<file path="src/rtl/dino_motion_ctrl.sv">
// Per-frame motion and animation controller for the T-rex sprite: jump physics,
// ducking and leg-swap cadence. Optional macro DINO_FASTFALL_EN adds fast fall while ducking in the air.
module dino_motion_ctrl #(
  parameter logic [9:0] DINO_X   = 10'd60,
  parameter logic [8:0] GROUND_Y = 9'd300,
  parameter logic [8:0] DUCK_OFS = 9'd34,
  parameter logic [5:0] JUMP_V   = 6'd20,
  parameter logic [2:0] GRAVITY  = 3'd1,
  parameter logic [3:0] ANIM_DIV = 4'd6
`ifdef DINO_FASTFALL_EN
  ,
  parameter logic [2:0] FAST_FALL = 3'd3
`endif
) (
  input  logic       clk,
  input  logic       rst,
  input  logic       frame_tick,
  input  logic       game_start,
  input  logic       game_over,
  input  logic       jump_btn,
  input  logic       duck_btn,
  output logic [9:0] DinoX,
  output logic [8:0] DinoY,
  output logic [3:0] AnimateSel,
  output logic       airborne
);

  typedef enum logic [2:0] {
    ST_IDLE = 3'd0,
    ST_RUN  = 3'd1,
    ST_DUCK = 3'd2,
    ST_JUMP = 3'd3,
    ST_DEAD = 3'd4
  } state_t;

  localparam logic [3:0] SEL_DEFAULT = 4'b0000;
  localparam logic [3:0] SEL_DEAD    = 4'b0001;
  localparam logic [3:0] SEL_RUN_L   = 4'b0011;
  localparam logic [3:0] SEL_RUN_R   = 4'b0111;
  localparam logic [3:0] SEL_DUCK_L  = 4'b0010;
  localparam logic [3:0] SEL_DUCK_R  = 4'b1011;

  localparam logic signed [10:0] GND_Y_S    = $signed({2'b00, GROUND_Y});
  localparam logic signed [7:0]  JUMP_VEL_S = -$signed({2'b00, JUMP_V});
  localparam logic signed [7:0]  GRAV_S     = $signed({5'b00000, GRAVITY});
  localparam logic [8:0]         DUCK_Y     = GROUND_Y + DUCK_OFS;

  state_t             state_r, state_s;
  logic signed [10:0] y_r, y_s, y_sum_s;
  logic signed [7:0]  vel_r, vel_s, vel_sum_s;
  logic [3:0]         cnt_r, cnt_s;
  logic               phase_r, phase_s;
  logic [8:0]         dino_y_r, dino_y_s;
  logic [3:0]         anim_r, anim_s;
  logic               air_r, air_s;

  assign DinoX      = DINO_X;
  assign DinoY      = dino_y_r;
  assign AnimateSel = anim_r;
  assign airborne   = air_r;

  // State, physics and registered sprite outputs.
  always_ff @(posedge clk) begin
    if (rst) begin
      state_r  <= ST_IDLE;
      y_r      <= GND_Y_S;
      vel_r    <= 8'sd0;
      cnt_r    <= 4'd0;
      phase_r  <= 1'b0;
      dino_y_r <= GROUND_Y;
      anim_r   <= SEL_DEFAULT;
      air_r    <= 1'b0;
    end else begin
      state_r  <= state_s;
      y_r      <= y_s;
      vel_r    <= vel_s;
      cnt_r    <= cnt_s;
      phase_r  <= phase_s;
      dino_y_r <= dino_y_s;
      anim_r   <= anim_s;
      air_r    <= air_s;
    end
  end

  // Next-state, jump physics and leg-phase update.
  always_comb begin
    state_s = state_r;
    y_s     = y_r;
    vel_s   = vel_r;
    cnt_s   = cnt_r;
    phase_s = phase_r;

    y_sum_s = y_r + $signed({{3{vel_r[7]}}, vel_r});
`ifdef DINO_FASTFALL_EN
    vel_sum_s = vel_r + GRAV_S + (duck_btn ? $signed({5'b00000, FAST_FALL}) : 8'sd0);
`else
    vel_sum_s = vel_r + GRAV_S;
`endif

    if (game_over && (state_r == ST_RUN || state_r == ST_DUCK || state_r == ST_JUMP)) begin
      state_s = ST_DEAD;
    end else if (game_start && (state_r == ST_IDLE || state_r == ST_DEAD)) begin
      state_s = ST_RUN;
      y_s     = GND_Y_S;
      vel_s   = 8'sd0;
      cnt_s   = 4'd0;
      phase_s = 1'b0;
    end else if (frame_tick) begin
      if (state_r == ST_RUN || state_r == ST_DUCK) begin
        if (cnt_r == ANIM_DIV - 4'd1) begin
          cnt_s   = 4'd0;
          phase_s = ~phase_r;
        end else begin
          cnt_s = cnt_r + 4'd1;
        end
      end else begin
        cnt_s = cnt_r;
      end

      case (state_r)
        ST_RUN: begin
          if (jump_btn) begin
            state_s = ST_JUMP;
            vel_s   = JUMP_VEL_S;
          end else if (duck_btn) begin
            state_s = ST_DUCK;
          end else begin
            state_s = ST_RUN;
          end
        end
        ST_DUCK: begin
          if (jump_btn) begin
            state_s = ST_JUMP;
            vel_s   = JUMP_VEL_S;
          end else if (!duck_btn) begin
            state_s = ST_RUN;
          end else begin
            state_s = ST_DUCK;
          end
        end
        ST_JUMP: begin
          // Landing consumes this tick, so a held jump re-launches on the next one.
          if (y_sum_s <= 11'sd0) begin
            y_s   = 11'sd0;
            vel_s = 8'sd0;
          end else if (y_sum_s >= GND_Y_S) begin
            y_s     = GND_Y_S;
            vel_s   = 8'sd0;
            state_s = duck_btn ? ST_DUCK : ST_RUN;
          end else begin
            y_s   = y_sum_s;
            vel_s = vel_sum_s;
          end
        end
        default: begin
          state_s = state_r;
        end
      endcase
    end else begin
      state_s = state_r;
    end
  end

  // Sprite select and Y for the state being entered.
  always_comb begin
    dino_y_s = GROUND_Y;
    anim_s   = SEL_DEFAULT;
    air_s    = 1'b0;
    case (state_s)
      ST_IDLE: begin
        dino_y_s = GROUND_Y;
        anim_s   = SEL_DEFAULT;
      end
      ST_RUN: begin
        dino_y_s = GROUND_Y;
        anim_s   = phase_s ? SEL_RUN_R : SEL_RUN_L;
      end
      ST_DUCK: begin
        dino_y_s = DUCK_Y;
        anim_s   = phase_s ? SEL_DUCK_R : SEL_DUCK_L;
      end
      ST_JUMP: begin
        dino_y_s = y_s[8:0];
        anim_s   = SEL_DEFAULT;
        air_s    = 1'b1;
      end
      ST_DEAD: begin
        dino_y_s = dino_y_r;
        anim_s   = SEL_DEAD;
      end
      default: begin
        dino_y_s = GROUND_Y;
        anim_s   = SEL_DEFAULT;
      end
    endcase
  end

endmodule

</file>
<file path="config.mk">
export PLATFORM = sky130hd
export DESIGN_NAME = dino_motion_ctrl
export DESIGN_NICKNAME = d
export VERILOG_FILES = /design/src/rtl/dino_motion_ctrl.sv
export SDC_FILE = /design/constraint.sdc
export NUM_CORES = 1
export LEC_CHECK = 0
export ABC_AREA = 1
export CAP_MARGIN = 5
export CORE_MARGIN = 3
export CORE_UTILIZATION = 39
export DETAILED_ROUTE_END_ITERATION = 8
export REMOVE_ABC_BUFFERS = 1
export SYNTH_ARGS = -nofsm -noshare
export SYNTH_HDL_FRONTEND = slang
export SYNTH_SLANG_ARGS = --single-unit
export TNS_END_PERCENT = 5
</file>
<file path="constraint.sdc">
create_clock -name clk -period 3.2 [get_ports clk]
set_input_delay 0.48 -clock clk [delete_from_list [all_inputs] [get_ports clk]]
set_output_delay 0.48 -clock clk [all_outputs]
set_load 0.05 [all_outputs]
</file>
-- Yosys cells after proc, flatten, opt, wreduce, memory -nomap -nowiden
Index checks and enable logic that the tools add are counted.
- flip-flop bits (word level): 41
- logic and storage cells: 74
- mux-type cells: 34
- magnitude comparators: 2
- reduce and logical (&&, ||, !) cells: 14
- bitwise operators: 2
- eq/ne operators: 10
- add/subtract/negate cells: 3
- operators with widths (kind ; count):
    2-to-1 mux 11 bit ; 5
    2-to-1 mux 8 bit ; 5
    case mux 9 bit (3 select lines) ; 1
    2-to-1 mux 4 bit ; 5
    2-to-1 mux 3 bit ; 6
    case mux 8 bit (2 select lines) ; 1
    equality test 3 x 2 -> 1 bit (second input constant) ; 4
    case mux 4 bit (3 select lines) ; 1
    adder 11 x 8 -> 11 bit ; 1
    greater-or-equal comparator 11 x 10 -> 1 bit (second input constant) ; 1
    <= comparator 11 x 1 -> 1 bit (second input constant) ; 1
    2-to-1 mux 9 bit ; 1
    adder 8 x 2 -> 8 bit (second input constant) ; 1
    equality test 3 x 1 -> 1 bit (second input constant) ; 2
    equality test 3 bit (second input constant) ; 2
    2-to-1 mux 1 bit ; 6
    case mux 3 bit (2 select lines) ; 1
    AND reduction 3 bit ; 2
    nonzero test 2 bit ; 3
    adder 4 x 1 -> 4 bit (second input constant) ; 1
    equality test 4 x 3 -> 1 bit (second input constant) ; 1
    2-to-1 mux 2 bit ; 2
    AND reduction 4 bit ; 1
    zero test 3 bit ; 1
    6 further kinds ; 10

-- Longest topological paths before layout
Gate-level depths: netlist (run 1).
- depth after elaboration: 10
- depth in mapped cells: 23
- depth with buffers taken out: 23

-- Least setup slack after synthesis (run 1)
No wires, ideal clock.
- path kind: register to register
- start point: reg vel_r[0]
- end point: reg dino_y_r[0] (netlist: DinoY[0])
- setup slack: 0.762 ns
- cell stages (with the launch flop): 20
- clock period less this slack: 2.438 ns
- arrival time: 2.378 ns
- cell sequence: dfxtp_1 ha_1 fa_1 nand3_1 nand2_2 nand3_2 nand2_2 nand2_1 nand2_2 xor2_4 nand2_4 nand2_2 nand2_1 nand2_1 nand2_2 nand2_4 buf_6 nor3_4 nand2_1 nand2_1
- word-level cells in the longest chain between the ends: 10
- ends and longest elaborated chain (element ; RTL line ; source):
    from (decl) ; 50 ; logic signed [7:0] vel_r, vel_s, vel_sum_s;
    from (signal assigned) ; 76 ; vel_r <= vel_s;
    adder 11 x 8 -> 11 bit * ; 93 ; y_sum_s = y_r + $signed({{3{vel_r[7]}}, vel_r});
    greater-or-equal comparator 11 x 10 -> 1 bit ; 146 ; end else if (y_sum_s >= GND_Y_S) begin
    2-to-1 mux 3 bit ; 146 ;
    2-to-1 mux 3 bit ; 143 ; if (y_sum_s <= 11'sd0) begin
    case mux 3 bit (2 select lines) ; 120 ; case (state_r)
    2-to-1 mux 3 bit ; 108 ; end else if (frame_tick) begin
    2-to-1 mux 3 bit ; 102 ; end else if (game_start && (state_r == ST_IDLE || state_r == ST_DEAD)) begin
    2-to-1 mux 3 bit ; 100 ; if (game_over && (state_r == ST_RUN || state_r == ST_DUCK || state_r == ST_JUMP)) begin
    equality test 3 bit or equality test 3 x 2 -> 1 bit (tied branches) ; 169 ; case (state_s)
    case mux 9 bit (3 select lines) ; 169 ;
    to (signal assigned) ; 79 ; dino_y_r <= dino_y_s;
    to (decl) ; 53 ; logic [8:0] dino_y_r, dino_y_s;
Every way passes the cells marked *; elsewhere a longest branch is shown, timed or not. The select of a mux whose other input is x is not followed.
A chain may end at the register's enable or synchronous reset.

-- Final worst setup path (run 1)
- start point: reg vel_r[0]
- end point: reg anim_r[0] (netlist: AnimateSel[0])
- word-level cells in the longest chain between the ends: 10
- ends and longest elaborated chain (element ; RTL line ; source):
    adder 11 x 8 -> 11 bit * ; 93 ;
    greater-or-equal comparator 11 x 10 -> 1 bit ; 146 ;
    2-to-1 mux 3 bit ; 146 ;
    2-to-1 mux 3 bit * ; 143 ;
    case mux 3 bit (2 select lines) * ; 120 ;
    2-to-1 mux 3 bit * ; 108 ;
    2-to-1 mux 3 bit * ; 102 ;
    2-to-1 mux 3 bit * ; 100 ;
    equality test 3 bit, or another cell as far along ; 169 ;
    case mux 4 bit (3 select lines) * ; 169 ;
    to (signal assigned) ; 80 ; anim_r <= anim_s;
    to (decl) ; 54 ; logic [3:0] anim_r, anim_s;
Every way passes the cells marked *; elsewhere a longest branch is shown, timed or not.

==> results_dict.tcl, run 1 <==
set metrics [dict create \
    synthesis.area_um2 2788 \
    vias_per_cell 4.642 \
    grt_pass1_wl_mm 11.25 \
    die-area_um2 8198 \
    grt_pass1_vias 2340 \
    drv_cap 0 \
    ys_async_sr_fraction 0 \
    cts_tree "yes" \
    finalInstanceArea_um2 3156 \
    min_period_ns 2.814 \
    power_density_nw_per_um2 421.0 \
    ys_warn_count 0 \
    ys.flop_type "dfxtp_1" \
    synth-edff-count 0 \
    clk_latency_ns 0.29 \
    crit_type "register to register" \
    synth_cell_types 38 \
    place.gp.congestion 0.9696 \
    power.leakage_nw 1.452 \
    hold_viol_final 0 \
    status "complete, no violations" \
    synth_top_area_frac 0.2944 \
    r2r-start "vel_r[0]" \
    ant_nets 0 \
    drtIter0Drc 104 \
    p_clk_frac 0.319 \
    cts_made_buffers 5 \
    final_nets 460 \
    wl_mm 6.484 \
    p_comb_frac 0.267 \
    drc 0 \
    synth_top_area_cell "dfxtp_1" \
    cpMostUsedCell "nand2_1" \
    ir_drop_uv 291.9 \
    critical-path-top-delay-family "simple AND/OR/NAND/NOR gates" \
    finalPower_mw 1.328 \
    synth_area_leaders "dfxtp_1 (29%), nand2_1 (18%), ha_1 (5.8%)" \
    wire_per_inst_um 12.10 \
    fin_crit_sh 0.8795 \
    fin_worst_skew_ns 0.005844 \
    tightest_slew_ns 0.5106 \
    root_buffer "clkbuf_8" \
    cp_data_arrival_time_ns 3.05 \
    cts.htree.levels 2 \
    setup_viol 0 \
    ys_seq_elements 41 \
    diodes 0 \
    critical_path_buf_inv_count 0 \
    holdWs_ns 0.4581 \
    antenna_found_initial 0 \
    dpl.hpwl_mm 5.179 \
    cts_setup_buffers 0 \
    clock_path_buffers 2 \
    avgSynthCellArea_um2 6.669 \
    synthTopCellsByCount "nand2_1 (133), inv_1 (43), dfxtp_1 (41)" \
    overflow 0 \
    dpl_cell_area_um2 3044 \
    drive_above_1_share 0.1045 \
    pre_cts_ws_ns 0.3930 \
    p_sw_mw 0.4605 \
    num_rows 30 \
    endpoint_kind "register" \
    p_int_mw 0.8679 \
    fp.dieW_um 90.55 \
    hp-start "y_r[10]" \
    tns_ns 0 \
    io_buffers 20 \
    seq_power_share 0.414 \
    hold_buffers 0 \
    ys_seq_area_frac 0.2944 \
    start_util 0.4058 \
    dieHeight_um 90.55 \
    grt_max_degree 23 \
    clock.fmax_mhz 355.3 \
    grt_use_total 0.1667 \
    clkSinkCount 41 \
    routed-via-count 2488 \
    synth_most_common_cell "nand2_1" \
    core_um2 6869 \
    slowest_delay_ns 0.43 \
    worst-path-max-fanout 12 \
    syn2layout_area_growth_pct 13.20 \
    swShare 0.3467 \
    hp-class "register to register" \
    syn-instance-count 418 \
    worstSetupStartpointType "register" \
    slowest_stage "fa_1" \
    rsz0062_at_grt "false" \
    drv_slew 0 \
    clk_pin_slew_ns 0.08 \
    setup_slack_ns 0.3855 \
    firstDrtPassIters 4 \
    io-pin-count 31 \
    crit_start "vel_r[0]" \
    relSlewSlack 0.6585 \
    path_cells "ha_1 -> fa_1 -> xnor2_1 -> nand3b_1 -> nand2_1 -> nand2_1 -> nand2_1 -> nand2_2 -> nand2_4 -> nand2_4 -> nand2_2 -> nand2_1 -> nand2_1 -> nand2_2 -> nand2_4 -> nor2_2 -> nand2_1 -> nand2_1 -> nand2_1 -> o21ai_1" \
    cts_resized 0 \
    critPathRequiredTime_ns 3.43 \
]
power groups by stage:
stage / Sequential [mW] / Combinational [mW] / Clock [mW]
after global placement: 0.562 / 0.352 / 0
after detailed placement: 0.562 / 0.354 / 0
after CTS: 0.550 / 0.356 / 0.432
after floorplan: 0.602 / 0.225 / 0
after global routing: 0.553 / 0.394 / 0.455
final: 0.550 / 0.354 / 0.424
worst paths after layout:
path	depth (start not counted)	slack [ns]	endpoint
setup / recovery	20	0.39	AnimateSel[0]
hold reg to reg	2	0.46	y_r[10]
setup reg to reg	20	0.39	AnimateSel[0]
hold / removal	2	0.46	y_r[10]
worst register-to-register path, stage by stage (launching register included):
cell and delay (ns):
dfxtp_1 0.37, ha_1 0.25, fa_1 0.43, xnor2_1 0.30, nand3b_1 0.15, nand2_1 0.05
nand2_1 0.06, nand2_1 0.06, nand2_2 0.07, nand2_4 0.07, nand2_4 0.09, nand2_2 0.05
nand2_1 0.05, nand2_1 0.05, nand2_2 0.08, nand2_4 0.11, nor2_2 0.20, nand2_1 0.12
nand2_1 0.08, nand2_1 0.04, o21ai_1 0.07
flip-flops by register name, summed over array words and instances (netlist names):
register / cells
phase_r: 1
y_r: 11
DinoY: 9
vel_r: 8
airborne: 1
AnimateSel: 4
cnt_r: 4
state_r: 3
metal layers:
metal,global-route usage,part of all wire,vias up
li1,-,-,1358
met1,0.2284,0.50,1082
met2,0.2681,0.45,43
met3,0.03583,0.042,5
met4,0.03827,0.0074,0
met5,0,0,-
cell families (layout without fill, tap and decap cells):
logic type / after synthesis / count (layout) / synth area share
AOI/OAI and AO/OA: 52 / 52 / 0.1028
buffers and inverters: 65 / 79 / 0.1055
DFF: 41 / 41 / 0.2944
other: 2 / 10 / 0.002694
adders and majority gates: 14 / 14 / 0.06553
xor gates and xnor gates: 9 / 9 / 0.03501
and+or+nand+nor: 235 / 235 / 0.3941
cell type report:
class,count,area [µm²]
Clock buffer,6,72.57
Multi-Input combinational cell,320,1703
Clock inverter,2,38.79
Tap cell,96,120.1
Timing Repair Buffer,22,215.2
Sequential cell,41,820.8
Inverter,49,185.2
Fill cell,716,3714
stage by stage:
stage | util | cells
floorplan | - | 410
global placement | 0.4432 | 528
detailed placement | 0.4432 | 528
CTS | 0.4594 | 536
global route | 0.4594 | 536
finish | 0.4594 | 536
cells in the final DEF (no fill, tap or decap), drive strengths merged:
master         Yosys  routed
nor3               5       5
a21oi             31      31
nor2              33      33
buf               12       2
fa                 1       1
clkbuf             4       6
o21ai             15      15
clkinv             1       2
dfxtp             41      41
nor4               1       1
nand4              7       7
nand3             34      34
or2                1       1
bufinv             0       1
nor3b              1       1
o21bai             1       1
nand3b             6       6
ha                13      13
xor2               6       6
o211ai             1       1
conb               2      10
clkdlybuf4s50      0      20
a211oi             2       2
nand2            147     147
o221a              1       1
xnor2              3       3
inv               48      48
a21boi             1       1
Power figures use the tool's default switching activity.
==> run 2: changes to the inputs <==
CORE_ASPECT_RATIO = 0.5   (was not set)
==> run 2 against run 1 <==
Maximum frequency up 2.3%; hold slack about the same; combinational power about the same; core utilization up 1.0 points; non-clock buffer count up 1; clock-buffer cell count down 1; via count up 3.0%; flip-flop and latch count unchanged; critical path type unchanged.
==> results_dict.tcl, run 2 (synthesis gave the netlist of run 1 again) <==
set metrics [dict create \
    status "complete, no violations" \
    power_density_nw_per_um2 446.0 \
    antenna_found_initial 0 \
    dpl_cell_area_um2 3047 \
    firstDrtPassIters 4 \
    cts_made_buffers 5 \
    grt_pass1_wl_mm 11.25 \
    fin_crit_sh 0.8600 \
    core_um2 6805 \
    clk_pin_slew_ns 0.07 \
    post-route-util 0.4698 \
    largest-register "y_r" \
    grt_max_degree 21 \
    cts_resized 0 \
    overflow 0 \
    cts.htree.levels 2 \
    whs_path_depth 2 \
    syn2layout_area_growth_pct 14.68 \
    dieHeight_um 65.78 \
    drive_above_1_share 0.1088 \
    io_buffers 20 \
    reg2reg_setup_slack_ns 0.45 \
    grt_use_total 0.1715 \
    start_util 0.4096 \
    dpl.hpwl_mm 5.306 \
    use_met1 0.2553 \
    tightest_slew_ns 0.5005 \
    die-area_um2 8260 \
    wire_per_inst_um 12.62 \
    worstSetupStartpointType "register" \
    final_nets 461 \
    power.leakage_nw 1.471 \
    largest_reg_flops 11 \
    root_buffer "clkbuf_16" \
    crit_type "register to register" \
    clock_path_buffers 2 \
    fp.dieW_um 125.6 \
    clkSinkCount 41 \
    setup_viol 0 \
    cp_data_arrival_time_ns 2.98 \
    clk_latency_ns 0.29 \
    gr-max-usage-layer "met1" \
    rsz0062_at_grt "false" \
    wl_mm 6.726 \
    met3_usage 0.04113 \
    ant_nets 0 \
    routed-via-count 2562 \
    mostFrequentLayoutCell "nand2_1" \
    drtIter0Drc 149 \
    hold_buffers 0 \
    hold_viol_final 0 \
    worstRegToRegCells 19 \
    relSlewSlack 0.6653 \
    drv_slew 0 \
    ir_drop_uv 270.4 \
    clock.fmax_mhz 363.4 \
    io-pin-count 31 \
    final_cell_mix "nand2_1 (133), inv_1 (43), dfxtp_1 (41)" \
    cts_setup_buffers 0 \
    tns_ns 0 \
    hp-class "register to register" \
    min_period_ns 2.752 \
    grt_pass1_vias 2301 \
    endpoint_kind "register" \
    cts_tree "yes" \
    drv_cap 0 \
    grt_use_met2 0.2493 \
    fin_worst_skew_ns 0.007913 \
    finalInstanceArea_um2 3197 \
    nFillCells 715 \
    drc 0 \
    critPathRequiredTime_ns 3.42 \
    worst-path-max-fanout 12 \
    place.gp.congestion 0.9090 \
    vias_per_cell 4.807 \
    num_rows 21 \
    diodes 0 \
]
[run 2: changes by cell type in the layout (fill, tap and decap cells not counted), sizes merged]
| cell | change |
|---|---|
| clkbuf | -1 |
| bufinv | -1 |
| buf | +1 |
| clkinvlp | +1 |
| inv | +1 |
[run 2: where the power goes]
| group | switching (mW) | internal (mW) |
|---|---|---|
| clock | 0.225 | 0.293 |
| combinational | 0.256 | 0.100 |
| sequential | 0.0169 | 0.534 |
| total | 0.499 | 0.927 |
[run 2: metal layers]
layer  part of all wire  wire, µm  up-vias
met1               0.54      3611     1143
met5                  0         0        -
met3              0.054       363        4
li1                   -         -     1365
met2               0.40      2710       50
met4             0.0061        41        0
[run 2: through the flow]
| stage | total power, mW | hold WS, ns | instances | setup WS, ns |
|---|---|---|---|---|
| 2_1_floorplan | 0.8267 | 0.4266 | 410 | 0.7319 |
| 3_3_place_gp | 0.9172 | 0.4440 | 525 | 0.5244 |
| 3_5_place_dp | 0.9182 | 0.4512 | 525 | 0.4776 |
| 4_1_cts | 1.439 | 0.4608 | 533 | 0.4438 |
| 5_1_grt | 1.503 | 0.4818 | 533 | 0.1698 |
| 6_report | 1.426 | 0.4581 | 533 | 0.4480 |
[run 2: path summary, 6_finish.rpt]
kind / endpoint / start
setup reg to reg: AnimateSel[0] / vel_r[0]
hold / removal: y_r[10] / y_r[10]
setup / recovery: AnimateSel[0] / vel_r[0]
hold reg to reg: y_r[10] / y_r[10]
[run 2: critical path, cell delays in order, from the launching register on]
cell and delay (ns):
dfxtp_1 0.35, ha_1 0.25, fa_1 0.44, nand3_1 0.14, nand2_2 0.07, nand3_2 0.07, nand2_2 0.06, nand2_1 0.07
nand2_2 0.08, xor2_4 0.23, nand3_2 0.11, nand2_1 0.08, nand2_1 0.06, nand2_2 0.08, nand2_4 0.11, nor2_2 0.18
nand2_1 0.11, nand2_1 0.08, nand2_1 0.04, o21ai_1 0.07
[run 2: final cells by class]
cell class                      instances  area (µm²)  share of cell area
Clock buffer                            5       125.1             0.03914
Multi-Input combinational cell        320        1703              0.5327
Clock inverter                          3       25.02            0.007828
Tap cell                               92       115.1             0.03601
Inverter                               49       185.2             0.05793
Timing Repair Buffer                   23       222.7             0.06967
Sequential cell                        41       820.8              0.2568
==> run 3: changes to the inputs <==
CORE_MARGIN = 5   (was 3)
CTS_BUF_LIST = sky130_fd_sc_hd__clkbuf_4 sky130_fd_sc_hd__clkbuf_8   (was not set)
clock period = 3.5 ns   (was 3.2 ns; I/O delays follow)
==> run 3 against run 2 <==
Via count is 0.39% lower; clock skew decreased by 0.0030 ns; highest routed layer unchanged; total power decreased by 14%; design area is 1.3% lower; global-route usage down 2.5 points.
==> results_dict.tcl, run 3 (synthesis gave the netlist of run 1 again) <==
set metrics [dict create \
    status "complete, no violations" \
    diodes 0 \
    drc 0 \
    drive_above_1_share 0.1068 \
    clock_path_buffers 2 \
    use_met1 0.2266 \
    cp_data_arrival_time_ns 3.03 \
    start_util 0.4096 \
    critPathRequiredTime_ns 3.73 \
    hp-class "register to register" \
    p_clk_frac 0.324 \
    final_cell_mix "nand2_1 (133), inv_1 (43), dfxtp_1 (41)" \
    p_comb_frac 0.266 \
    grt_max_degree 16 \
    grt_pass1_vias 2214 \
    critical_path_buf_inv_count 0 \
    largest_reg_flops 11 \
    worst-path-max-fanout 12 \
    syn2layout_area_growth_pct 13.15 \
    ir_drop_uv 218.6 \
    slowest_stage "fa_1" \
    cts.htree.levels 2 \
    wire_per_inst_um 12.37 \
    seq_power_share 0.410 \
    final_nets 460 \
    dpl.hpwl_mm 5.182 \
    grt_use_met2 0.2031 \
    largest-register "y_r" \
    routed-via-count 2552 \
    core_um2 6805 \
    mostFrequentLayoutCell "nand2_1" \
    overflow 0 \
    clk_latency_ns 0.30 \
    grt_pass1_wl_mm 10.78 \
    swShare 0.3464 \
    path_cells "ha_1 -> fa_1 -> xnor2_1 -> nand3b_1 -> nand2_1 -> nand2_1 -> nand2_1 -> nand2_2 -> nand2_4 -> nand2_4 -> nand2_2 -> nand2_1 -> nand2_1 -> nand2_2 -> nand2_4 -> nor2_2 -> nand2_1 -> nand2_1 -> nand2_1 -> o21ai_1" \
    crit_type "register to register" \
    cpMostUsedCell "nand2_1" \
    clock.fmax_mhz 357.1 \
    drtIter0Drc 138 \
    min_period_ns 2.800 \
    hold_viol_final 0 \
    cts_tree "yes" \
    critical-path-top-delay-family "simple AND/OR/NAND/NOR gates" \
    io-pin-count 31 \
    met3_usage 0.03000 \
    tightest_slew_ns 0.6450 \
    drv_slew 0 \
    root_buffer "clkbuf_8" \
    setup_viol 0 \
    cts_resized 0 \
    worstSetupStartpointType "register" \
    drv_cap 0 \
    vias_per_cell 4.797 \
    rsz0062_at_grt "false" \
    fp.dieW_um 129.6 \
    pre_cts_ws_ns 0.7559 \
    dieHeight_um 69.78 \
    p_int_mw 0.8011 \
    wl_mm 6.579 \
    setup_slack_ns 0.6999 \
    p_sw_mw 0.4246 \
    relSlewSlack 0.5687 \
    slowest_delay_ns 0.44 \
    fin_crit_sh 0.8000 \
    gr-max-usage-layer "met1" \
    grt_use_total 0.1465 \
    io_buffers 20 \
    cts_setup_buffers 0 \
    clk_pin_slew_ns 0.08 \
    antenna_found_initial 0 \
    place.gp.congestion 0.9283 \
    clkSinkCount 41 \
    endpoint_kind "register" \
    hold_buffers 0 \
    die-area_um2 9041 \
    fin_worst_skew_ns 0.004878 \
    cts_made_buffers 5 \
    power_density_nw_per_um2 388.6 \
    firstDrtPassIters 4 \
    ant_nets 0 \
    power.leakage_nw 1.455 \
    num_rows 21 \
    tns_ns 0 \
]
## run 3: power by group through the flow
stage / clock, mW / combinational [mW] / sequential [mW]
2_1_floorplan: 0 / 0.205 / 0.551
3_3_place_gp: 0 / 0.325 / 0.514
3_5_place_dp: 0 / 0.323 / 0.514
4_1_cts: 0.409 / 0.325 / 0.503
5_1_grt: 0.433 / 0.357 / 0.506
6_report: 0.397 / 0.325 / 0.503
## run 3: cell type report
type,count,area (µm²)
clock buffer,6,76.32
fill,708,3651
timing repair buffer,22,215.2
multi-input combinational,320,1703
inverter,49,185.2
tap,92,115.1
clock inverter,2,38.79
sequential,41,820.8
## run 3: per-layer routing
metal,vias up,wire [µm]
li1,1355,-
met1,1151,3653
met2,41,2628
met3,5,262
met4,0,35
met5,-,0
## run 3: worst register-to-register path, cell delays in order (launching register included)
cell and delay, ns:
dfxtp_1 0.36, ha_1 0.25, fa_1 0.44, xnor2_1 0.28
nand3b_1 0.15, nand2_1 0.05, nand2_1 0.05, nand2_1 0.06
nand2_2 0.07, nand2_4 0.07, nand2_4 0.09, nand2_2 0.05
nand2_1 0.05, nand2_1 0.06, nand2_2 0.08, nand2_4 0.11
nor2_2 0.20, nand2_1 0.12, nand2_1 0.08, nand2_1 0.05
o21ai_1 0.08
## run 3: through the flow
step / cells / area (µm²) / total power, mW / hold slack, ns / util
floorplan: 410 / 2709 / 0.7559 / 0.4266 / -
global placement: 524 / 3039 / 0.8388 / 0.4420 / 0.4466
detailed placement: 524 / 3039 / 0.8368 / 0.4514 / 0.4466
CTS: 532 / 3154 / 1.237 / 0.4649 / 0.4635
global route: 532 / 3154 / 1.296 / 0.4913 / 0.4635
finish: 532 / 3154 / 1.226 / 0.4576 / 0.4635
## run 3: path summary, 6_finish.rpt
check,startpoint,end,slack [ns],depth (start not counted)
worst max-delay path,vel_r[0],AnimateSel[0],0.70,20
worst min-delay path,y_r[9],y_r[9],0.46,2
worst max register to register,vel_r[0],AnimateSel[0],0.70,20
worst min register to register,y_r[9],y_r[9],0.46,2
